### config.mk
export PLATFORM = sky130hd
export DESIGN_NAME = jtag_scan_sched
export DESIGN_NICKNAME = d
export VERILOG_FILES = /design/src/rtl/jtag_pkg.sv /design/src/rtl/jtag_scan_sched_rr_arbiter.sv /design/src/rtl/jtag_scan_sched.sv
export SDC_FILE = /design/constraint.sdc
export NUM_CORES = 1
export LEC_CHECK = 0
export BUFFER_PORTS_ARGS = -buffer_cell sky130_fd_sc_hd__buf_2
export CAP_MARGIN = 20
export CORE_AREA = 10 10 221 223
export CTS_CLUSTER_SIZE = 20
export DETAILED_ROUTE_END_ITERATION = 8
export DIE_AREA = 0 0 231 233
export PLACE_DENSITY_LB_ADDON = 0.2
export SLEW_MARGIN = 20
export SYNTH_ARGS = -nofsm -noshare
export SYNTH_HDL_FRONTEND = slang
export SYNTH_SLANG_ARGS = --single-unit
export TNS_END_PERCENT = 1
### constraint.sdc
create_clock -name PHY_CLK -period 5.6 [get_ports PHY_CLK]
set_clock_uncertainty 0.2 [all_clocks]
set_input_delay 0.56 -clock PHY_CLK [delete_from_list [all_inputs] [get_ports PHY_CLK]]
set_output_delay 0.56 -clock PHY_CLK [all_outputs]
set_load 0.02 [all_outputs]
### src/rtl/jtag_pkg.sv
// Shared types, PHY command encodings and packet packing for the JTAG scan scheduler.
package jtag_pkg;

  localparam logic [2:0] CMD_WR_DR = 3'b000;
  localparam logic [2:0] CMD_RD_DR = 3'b001;
  localparam logic [2:0] CMD_WR_IR = 3'b100;

  // Packing works on a wide canvas; callers zero-extend inputs and keep the low bits.
  localparam int PK_DATA_MAX = 512;
  localparam int PK_LEN_MAX  = 32;
  localparam int PK_W_MAX    = PK_DATA_MAX + PK_LEN_MAX + 3;

  typedef enum logic [2:0] {S_IDLE, S_GRANT, S_IR, S_DR, S_DRAIN, S_FIN} state_t;

  function automatic int len_w(input int max_clen);
    return $clog2(max_clen);
  endfunction

  function automatic int buf_w(input int buf_sz);
    return $clog2(buf_sz);
  endfunction

  function automatic logic [PK_W_MAX-1:0] pack_phy_cmd(input logic [PK_DATA_MAX-1:0] data,
                                                       input logic [PK_LEN_MAX-1:0]  len,
                                                       input logic [2:0]             cmd,
                                                       input int                     lw);
    logic [PK_W_MAX-1:0] pkt;
    pkt = {{(PK_LEN_MAX+3){1'b0}}, data} << (lw + 3);
    pkt = pkt | ({{(PK_DATA_MAX+3){1'b0}}, len} << 3) | PK_W_MAX'(cmd);
    return pkt;
  endfunction

endpackage

### src/rtl/jtag_scan_sched_rr_arbiter.sv
// Round-robin arbiter: first requester at or after the pointer wins; pointer moves past the winner on advance.
module rr_arbiter #(
  parameter int NREQ = 4,
  localparam int PW  = $clog2(NREQ)
) (
  input  logic            PHY_CLK,
  input  logic            RESETn,
  input  logic [NREQ-1:0] i_req,
  input  logic            i_advance,
  output logic [NREQ-1:0] o_gnt,
  output logic [PW-1:0]   o_idx,
  output logic [PW-1:0]   o_ptr
);

  logic [PW-1:0] r_ptr;
  logic [PW:0]   w_sum;
  logic          w_found;

  always_comb begin
    o_gnt   = '0;
    o_idx   = '0;
    w_found = 1'b0;
    w_sum   = '0;
    for (int i = 0; i < NREQ; i++) begin
      w_sum = {1'b0, r_ptr} + (PW+1)'(i);
      if (w_sum >= (PW+1)'(NREQ)) w_sum = w_sum - (PW+1)'(NREQ);
      if (!w_found && i_req[w_sum[PW-1:0]]) begin
        o_gnt[w_sum[PW-1:0]] = 1'b1;
        o_idx                = w_sum[PW-1:0];
        w_found              = 1'b1;
      end
    end
  end

  always_ff @(posedge PHY_CLK) begin
    if (!RESETn)        r_ptr <= '0;
    else if (i_advance) r_ptr <= (o_idx == PW'(NREQ-1)) ? '0 : o_idx + PW'(1);
  end

  assign o_ptr = r_ptr;

endmodule

### src/rtl/jtag_scan_sched.sv
// Multi-requester scan scheduler: arbitrates requesters onto the JTAG PHY FIFOs,
// splits requests into IR/DR packets, skips redundant IR scans and routes read-back.
module jtag_scan_sched import jtag_pkg::*; #(
  parameter int  NREQ     = 4,
  parameter int  MAX_CLEN = 4096,
  parameter int  BUF_SZ   = 64,
  parameter int  IR_W     = 8,
  localparam int LW       = len_w(MAX_CLEN),
  localparam int BW       = buf_w(BUF_SZ)
) (
  input  logic                     PHY_CLK,
  input  logic                     RESETn,
  input  logic [NREQ-1:0]          REQ,
  output logic [NREQ-1:0]          GNT,
  input  logic [NREQ*IR_W-1:0]     HDR_IR,
  input  logic [NREQ*LW-1:0]       HDR_LEN,
  input  logic [NREQ-1:0]          HDR_RD,
  input  logic [NREQ*BUF_SZ-1:0]   WD_DATA,
  input  logic [NREQ-1:0]          WD_VALID,
  output logic [NREQ-1:0]          WD_READY,
  output logic [BUF_SZ-1:0]        RD_DATA,
  output logic [BW-1:0]            RD_LEN,
  output logic [NREQ-1:0]          RD_VALID,
  output logic [NREQ-1:0]          DONE,
  output logic [BUF_SZ+3+LW-1:0]   PHY_WRDATA,
  output logic                     PHY_WREN,
  input  logic                     PHY_WRFULL,
  input  logic [BUF_SZ+BW-1:0]     PHY_RDDATA,
  output logic                     PHY_RDEN,
  input  logic                     PHY_RDEMPTY
);

  localparam int PW    = $clog2(NREQ);
  localparam int CW    = LW - BW + 1;
  localparam int PKT_W = BUF_SZ + 3 + LW;

  state_t            r_state;
  logic [PW-1:0]     r_own;
  logic [NREQ-1:0]   r_gnt, r_done;
  logic [IR_W-1:0]   r_ir, r_cache_ir;
  logic              r_cache_vld;
  logic [LW-1:0]     r_len;
  logic              r_rd;
  logic [CW-1:0]     r_nchk, r_chunk, r_rsp;
  logic              r_rd_vld;

  logic [NREQ-1:0]   w_arb_gnt;
  logic [PW-1:0]     w_arb_idx, w_unused_rr_ptr;
  logic              w_arb_adv;
  logic [IR_W-1:0]   w_hdr_ir;
  logic [LW-1:0]     w_hdr_len, w_lenf, w_lenf_o;
  logic [LW:0]       w_len_rnd;
  logic [CW-1:0]     w_hdr_nchk;
  logic [BUF_SZ-1:0] w_data, w_wd_data;
  logic [2:0]        w_cmd;
  logic              w_push, w_wd_rdy, w_rden;
  logic [PK_W_MAX-1:0] w_pkt_full;
  logic              w_unused_pkt;

  assign w_arb_adv = (r_state == S_IDLE) && (|REQ);

  rr_arbiter #(.NREQ(NREQ)) u_arb (
    .PHY_CLK   (PHY_CLK),
    .RESETn    (RESETn),
    .i_req     (REQ),
    .i_advance (w_arb_adv),
    .o_gnt     (w_arb_gnt),
    .o_idx     (w_arb_idx),
    .o_ptr     (w_unused_rr_ptr)
  );

  assign w_hdr_ir   = HDR_IR[w_arb_idx*IR_W +: IR_W];
  assign w_hdr_len  = HDR_LEN[w_arb_idx*LW +: LW];
  assign w_len_rnd  = {1'b0, w_hdr_len} + (LW+1)'(BUF_SZ-1);
  assign w_hdr_nchk = w_len_rnd[LW:BW];
  assign w_wd_data  = WD_DATA[r_own*BUF_SZ +: BUF_SZ];
  assign w_lenf     = r_rd ? r_len - LW'(1) : r_len;

  // Push handshake is combinational so a full FIFO is never written.
  always_comb begin
    w_push   = 1'b0;
    w_wd_rdy = 1'b0;
    w_data   = '0;
    w_lenf_o = '0;
    w_cmd    = CMD_WR_DR;
    case (r_state)
      S_GRANT: w_push = (r_len == '0) && !PHY_WRFULL;
      S_IR: begin
        w_push   = !PHY_WRFULL;
        w_data   = BUF_SZ'(r_ir);
        w_lenf_o = LW'(IR_W);
        w_cmd    = CMD_WR_IR;
      end
      S_DR: begin
        w_lenf_o = w_lenf;
        w_cmd    = r_rd ? CMD_RD_DR : CMD_WR_DR;
        // An abandoned requester gets zero-filled chunks so the scan still completes.
        if (REQ[r_own]) begin
          w_data   = w_wd_data;
          w_push   = WD_VALID[r_own] && !PHY_WRFULL;
          w_wd_rdy = w_push;
        end else begin
          w_push   = !PHY_WRFULL;
        end
      end
      default: ;
    endcase
  end

  assign w_rden = ((r_state == S_DR) || (r_state == S_DRAIN)) && !PHY_RDEMPTY && (r_rsp != '0);

  assign w_pkt_full   = pack_phy_cmd(PK_DATA_MAX'(w_data), PK_LEN_MAX'(w_lenf_o), w_cmd, LW);
  assign w_unused_pkt = ^w_pkt_full[PK_W_MAX-1:PKT_W];

  assign PHY_WRDATA = w_pkt_full[PKT_W-1:0];
  assign PHY_WREN   = w_push;
  assign PHY_RDEN   = w_rden;
  assign WD_READY   = NREQ'(w_wd_rdy) << r_own;
  assign GNT        = r_gnt;
  assign DONE       = r_done;
  assign RD_VALID   = r_rd_vld ? r_gnt : '0;
  assign RD_DATA    = r_rd_vld ? PHY_RDDATA[BW +: BUF_SZ] : '0;
  assign RD_LEN     = r_rd_vld ? PHY_RDDATA[BW-1:0] : '0;

  // Datapath header/chunk registers are only meaningful after a grant and need no reset.
  always_ff @(posedge PHY_CLK) begin
    if (!RESETn) begin
      r_state     <= S_IDLE;
      r_own       <= '0;
      r_gnt       <= '0;
      r_done      <= '0;
      r_cache_vld <= 1'b0;
      r_rsp       <= '0;
      r_rd_vld    <= 1'b0;
    end else begin
      r_rd_vld <= w_rden;
      r_done   <= '0;
      if (w_rden) r_rsp <= r_rsp - CW'(1);
      case (r_state)
        S_IDLE: if (|REQ) begin
          r_own   <= w_arb_idx;
          r_gnt   <= w_arb_gnt;
          r_ir    <= w_hdr_ir;
          r_len   <= w_hdr_len;
          r_rd    <= HDR_RD[w_arb_idx];
          r_nchk  <= w_hdr_nchk;
          r_rsp   <= HDR_RD[w_arb_idx] ? w_hdr_nchk : '0;
          r_chunk <= '0;
          r_state <= S_GRANT;
        end
        S_GRANT: begin
          if (r_len == '0) begin
            if (w_push) begin
              r_cache_vld <= 1'b0;
              r_done      <= r_gnt;
              r_state     <= S_FIN;
            end
          end else if (!r_cache_vld || (r_cache_ir != r_ir)) begin
            r_state <= S_IR;
          end else begin
            r_state <= S_DR;
          end
        end
        S_IR: if (w_push) begin
          r_cache_vld <= 1'b1;
          r_cache_ir  <= r_ir;
          r_state     <= S_DR;
        end
        S_DR: if (w_push) begin
          if (r_chunk == r_nchk - CW'(1)) r_state <= S_DRAIN;
          else                            r_chunk <= r_chunk + CW'(1);
        end
        S_DRAIN: if (r_rsp == '0) begin
          r_done  <= r_gnt;
          r_state <= S_FIN;
        end
        S_FIN: begin
          r_gnt   <= '0;
          r_state <= S_IDLE;
        end
        default: r_state <= S_IDLE;
      endcase
    end
  end

endmodule
-- Word level (Yosys, flattened, before mapping)
Cells that the tools add are included.
- output and inout bits: 167
- bits in registers: 67
- input port bits: 422
- logic and storage cells: 181
- bitwise operators: 5
- multipliers: 1
- shift-type cells: 4
- magnitude comparators: 14
- reduce and logical (&&, ||, !) cells: 35
- $add $sub $neg: 13
- mux-type cells: 78
- equality and inequality tests: 17
- operators with widths (cell ; count):
    indexed part select 256 x 9 -> 64 bit ; 1
    2-to-1 mux 64 bit ; 2
    one-hot mux 64 bit (2 select lines) ; 1
    OR 79 x 15 -> 79 bit ; 1
    OR 79 x 3 -> 79 bit ; 1
    2-to-1 mux 7 bit ; 7
    indexed part select 48 x 7 -> 12 bit ; 1
    2-to-1 mux 4 bit ; 9
    indexed part select 32 x 6 -> 8 bit ; 1
    one-hot mux 12 bit (2 select lines) ; 1
    2-to-1 mux 1 bit ; 22
    2-to-1 mux 3 bit ; 7
    < comparator 2 x 3 -> 1 bit, second input constant ; 6
    2-to-1 mux 2 bit ; 9
    one-hot mux 4 bit (2 select lines) ; 2
    one-hot mux 3 bit (5 select lines) ; 1
    binary-select mux 1 bit (select 2 bit) ; 7
    one-hot mux 7 bit (2 select lines) ; 1
    subtractor 7 x 1 -> 7 bit, second input constant ; 2
    adder 12 x 6 -> 13 bit, second input constant ; 1
    logical AND 1 bit ; 12
    logical NOT 12 bit ; 1
    2-to-1 mux 12 bit ; 1
    OR 4 bit ; 3
    other kinds (37) ; 67

-- Longest topological paths before layout
- depth after elaboration: 20
- gate-level depth with buffers: 18
- depth with buffers taken out: 12

-- Modules after synthesis
A second synthesis with hierarchy kept.
- cells, all modules: 648
- area total of the unflattened synthesis: 6914.1 sq um
- modules (own cells, without submodules) (module ; area an instance (sq um) ; sequential area each (sq um) ; times used ; cells an instance):
    jtag_scan_sched ; 6313.6 ; 1731.7 ; 1 ; 574
    rr_arbiter ; 600.6 ; 40.0 ; 1 ; 74

-- Worst setup path before layout
No wires, ideal clock.
- kind: reg2reg
- start: register u_arb.r_ptr[0] (netlist: u_arb.o_ptr[0])
- end: register r_nchk[5], data pin
- data arrival time: 4.081 ns
- required time: 5.142 ns
- clock period less this slack: 4.539 ns
- setup slack: 1.061 ns
- setup time: 0.258 ns
- cell stages (with the launch flop): 18
- path buffers: 6
- path through: dfxtp_1 -> buf_2 -> buf_2 -> inv_1 -> clkbuf_1 -> ha_1 -> buf_6 -> mux4_2 -> buf_4 -> nor4b_4 -> a2111o_2 -> buf_6 -> a32oi_1 -> a41o_1 -> or4_4 -> o211ai_4 -> or3_1 -> xnor2_1
- cells in the longest elaborated chain, start to end: 17
- elaborated cells on any way between the ends: 39
- those cells by class: add/sub: 8; mul: 1; order compare: 4; shift: 1; mux: 19; reduce/logical: 6
- RTL lines (item ; line ; source):
    start: declaration ; jtag_scan_sched_rr_arbiter.sv:15 ; logic [PW-1:0] r_ptr;
    start signal: assignment ; jtag_scan_sched_rr_arbiter.sv:37 ; else if (i_advance) r_ptr <= (o_idx == PW'(NREQ-1)) ? '0 : o_idx + PW'(1);
    parallel branches: the longest is 13 deep, another holds adder 2 x 1 -> 3 bit ; n/a ;
    2-to-1 mux 2 bit * ; jtag_scan_sched_rr_arbiter.sv:27 ; if (!w_found && i_req[w_sum[PW-1:0]]) begin
    multiplier 2 x 2 -> 4 bit * ; jtag_scan_sched.sv:73 ; assign w_hdr_len = HDR_LEN[w_arb_idx*LW +: LW];
    indexed part select 48 x 7 -> 12 bit * ; jtag_scan_sched.sv:73 ;
    net w_hdr_len[2] ; jtag_scan_sched.sv:51 ; logic [LW-1:0] w_hdr_len, w_lenf, w_lenf_o;
    adder 12 x 6 -> 13 bit * ; jtag_scan_sched.sv:74 ; assign w_len_rnd = {1'b0, w_hdr_len} + (LW+1)'(BUF_SZ-1);
    net w_len_rnd[11] ; jtag_scan_sched.sv:52 ; logic [LW:0] w_len_rnd;
    end signal: assignment ; jtag_scan_sched.sv:146 ; r_nchk <= w_hdr_nchk;
    end: declaration ; jtag_scan_sched.sv:44 ; logic [CW-1:0] r_nchk, r_chunk, r_rsp;
Mark *: on every way through the listed nets, which the timed path passes. The select of a mux whose other input is x is not followed.
A chain may end at the register's enable or synchronous reset.

-- Worst setup path in the final report
- start: register u_arb.r_ptr[1] (netlist: u_arb.o_ptr[1])
- end: register r_nchk[5], data pin
The elaborated chain is that of the path after synthesis.

==> impl_metrics.yaml <==
outcome:
  status: "finished clean"
grt:
  grt_max_degree: 75
  antenna_found_initial: 69
  grt_overflow_total: 0
  grt_pass1_wl_um: 71500
  grt_use_total: 0.185
  grt_pass1_vias: 8878
power:
  total_power_mw: 4.96
  ir_worst_vdd_mv: 0.183
  powerDensity_nw_per_um2: 440
  p_leak_nw: 5.30
layout:
  final_cell_area_um2: 11300
  nFillCells: 4901
  multiInputGateArea_um2: 5300
  fin_cells: 1949
  fin_util: 0.255
  fin_nets: 1777
  final-seq-area_um2: 1780
  syn2layout_area_growth_pct: 51.5
  drive_gt1_frac: 0.524
clocking:
  clock-sinks: 67
  cts_made_buffers: 9
  cts_hold_buf: 0
  clock_latency_ns: 0.34
  cts_tree: "done"
  post-cts-setup-buffers: 0
  root_buffer: "clkbuf_16"
  htree_num_levels: 3
  path_clk_slew_ns: 0.06
  cts_buffer_depth: 2
  post_cts_resized: 0
yosys:
  syn-instance-count: 797
  yosys_register_bits: 67
  synth_largest_area_cell: "mux4_2"
  synthTopCellsByCount: "145 x and2_1, 70 x mux4_2, 70 x nand2_1, 52 x nor2_1, 43 x edfxtp_1"
  netlist_area_um2: 7440
  synth_top_area_share: 0.212
  yosysSeqAreaShare: 0.238
  synth_top_flop_cell: "edfxtp_1"
  ys_async_sr_fraction: 0
  synthTopCellsByArea: "mux4_2 21%, edfxtp_1 17%, and2_1 12%, dfxtp_1 6.5%, xnor2_1 3.6%"
  syn-mean-instance-area_um2: 9.34
  synth-edff-count: 43
  synthDistinctLibCells: 72
  syn-num-nets: 1231
  ys_warn_count: 0
  synth.most_common_cell: "and2_1"
placed_design:
  dp_hpwl_um: 47000
  port_buffers: 587
  place_inst: 1924
  dpl_cell_area_um2: 10900
  pre_cts_slack_ns: 0.751
  place_congestion: 0.897
setup_path:
  cp-end-kind: "flip-flop"
  worstSetupStartpointType: "flip-flop"
  cp_data_required_time_ns: 5.49
  crit_type: "reg -> reg"
  arrival_ns: 4.73
  worstPathMaxFanout: 13
sta:
  fin_hold_ws_ns: 0.326
  hold_viol: 0
  timing.final.ws_setup_ns: 0.766
  period_share: 0.863
  final_max_slew_viol_count: 0
  final.min_clock_period_ns: 4.83
  worst_pin_slew_ns: 0.952
  relSlewSlack: 0.364
  rsz0062_at_grt: "no"
  setup_tns_ns: 0
  fmax_mhz: 207
  finalSetupViolCount: 0
routing:
  vias_per_cell: 4.57
  route.detailed.drc: 0
  drtIter0Drc: 448
  wl_um: 52500
  vias: 8907
  post_drt_wl_per_cell_um: 26.9
  ant_nets: 0
  drt_pass1_iterations: 4
floorplanning:
  die_x_um: 231
  dieArea_um2: 53800
  start_util: 0.169
  dieHeight_um: 233
  ios: 589
  row_count: 77
  core_area_um2: 44100
job:
  maxCapViolCount: 0
hold_path:
  hold_class: "reg -> reg"
[per-layer routing]
metal / global-route usage / up-vias / share of wire
met1: 0.187 / 4240 / 0.35
li1: - / 4058 / -
met2: 0.370 / 453 / 0.56
met3: 0.0357 / 140 / 0.056
met5: 0 / - / 0.0022
met4: 0.0565 / 16 / 0.033
[layout by cell type, fill, tap and decap left out, types with 10 or more instances in the layout]
master    Yosys  final
xor2_1       10     10
nand3_1      11     11
and2_1      145    145
and3_1       17     16
nand2_1      70     70
nor2b_1      15     15
buf_4         3     12
xnor2_1      31     31
inv_1        25     25
edfxtp_1     43     43
nor2_1       52     52
buf_2         8    587
a21oi_1      15     15
mux4_2       70     70
dfxtp_1      24     22
a31oi_1      11     11
nor3_1       10     10
o21ai_0      22     22
ha_1         12     12
mux2i_1      11     11
[registers in the layout (all words and copies together) (netlist names)]
name	count
r_cache_vld	1
r_state	3
r_rd	1
r_cache_ir	8
r_nchk	7
r_len	12
GNT	4
r_rd_vld	1
r_rsp	7
r_chunk	7
DONE	4
r_own	2
u_arb.o_ptr	2
r_ir	8
[cell type report]
cell class	count	area share
repair buffers	599	0.269
inverters	25	0.00832
well taps	592	0.0657
clock buffers	9	0.0200
diodes	9	0.00200
multi-input cells	641	0.470
clock inverters	7	0.00733
flip-flops and latches	67	0.158
[final timing paths]
kind | slack (ns) | to | depth (start not counted) | from
hold reg to reg | 0.33 | DONE[0] | 1 | GNT[0]
setup / recovery | 0.77 | r_nchk[5] | 11 | u_arb.o_ptr[1]
setup reg to reg | 0.77 | r_nchk[5] | 11 | u_arb.o_ptr[1]
hold / removal | 0.33 | DONE[0] | 1 | GNT[0]
[worst max-delay path, cell delays in order, from the launching register on]
cell	delay (ns)
dfxtp_1	0.60
inv_1	0.17
ha_1	0.53
mux4_2	0.70
nor2b_1	0.50
nor2_1	0.20
or3_1	0.34
a41o_1	0.26
or4_4	0.52
o211ai_4	0.26
or3_1	0.22
xnor2_1	0.08
[report_power, final]
| part | switching, mW | internal, mW |
|---|---|---|
| Clock | 0.241 | 0.353 |
| Sequential | 0.303 | 0.820 |
| Combinational | 1.81 | 1.43 |
| Total | 2.35 | 2.60 |
[logic make-up (layout without fill, tap and decap cells)]
family                     after synthesis  in the layout  synth area share
AOI/OAI and AO/OA                      143            143             0.144
xor gates and xnor gates                41             41            0.0483
DFF                                     67             67             0.238
buffers and inverters                   89            640            0.0498
adders and majority gates               12             12            0.0202
other                                    1             10          0.000504
muxes                                   87             87             0.236
and+or+nand+nor                        357            357             0.263
No activity file was read; power rests on OpenSTA's default activity.
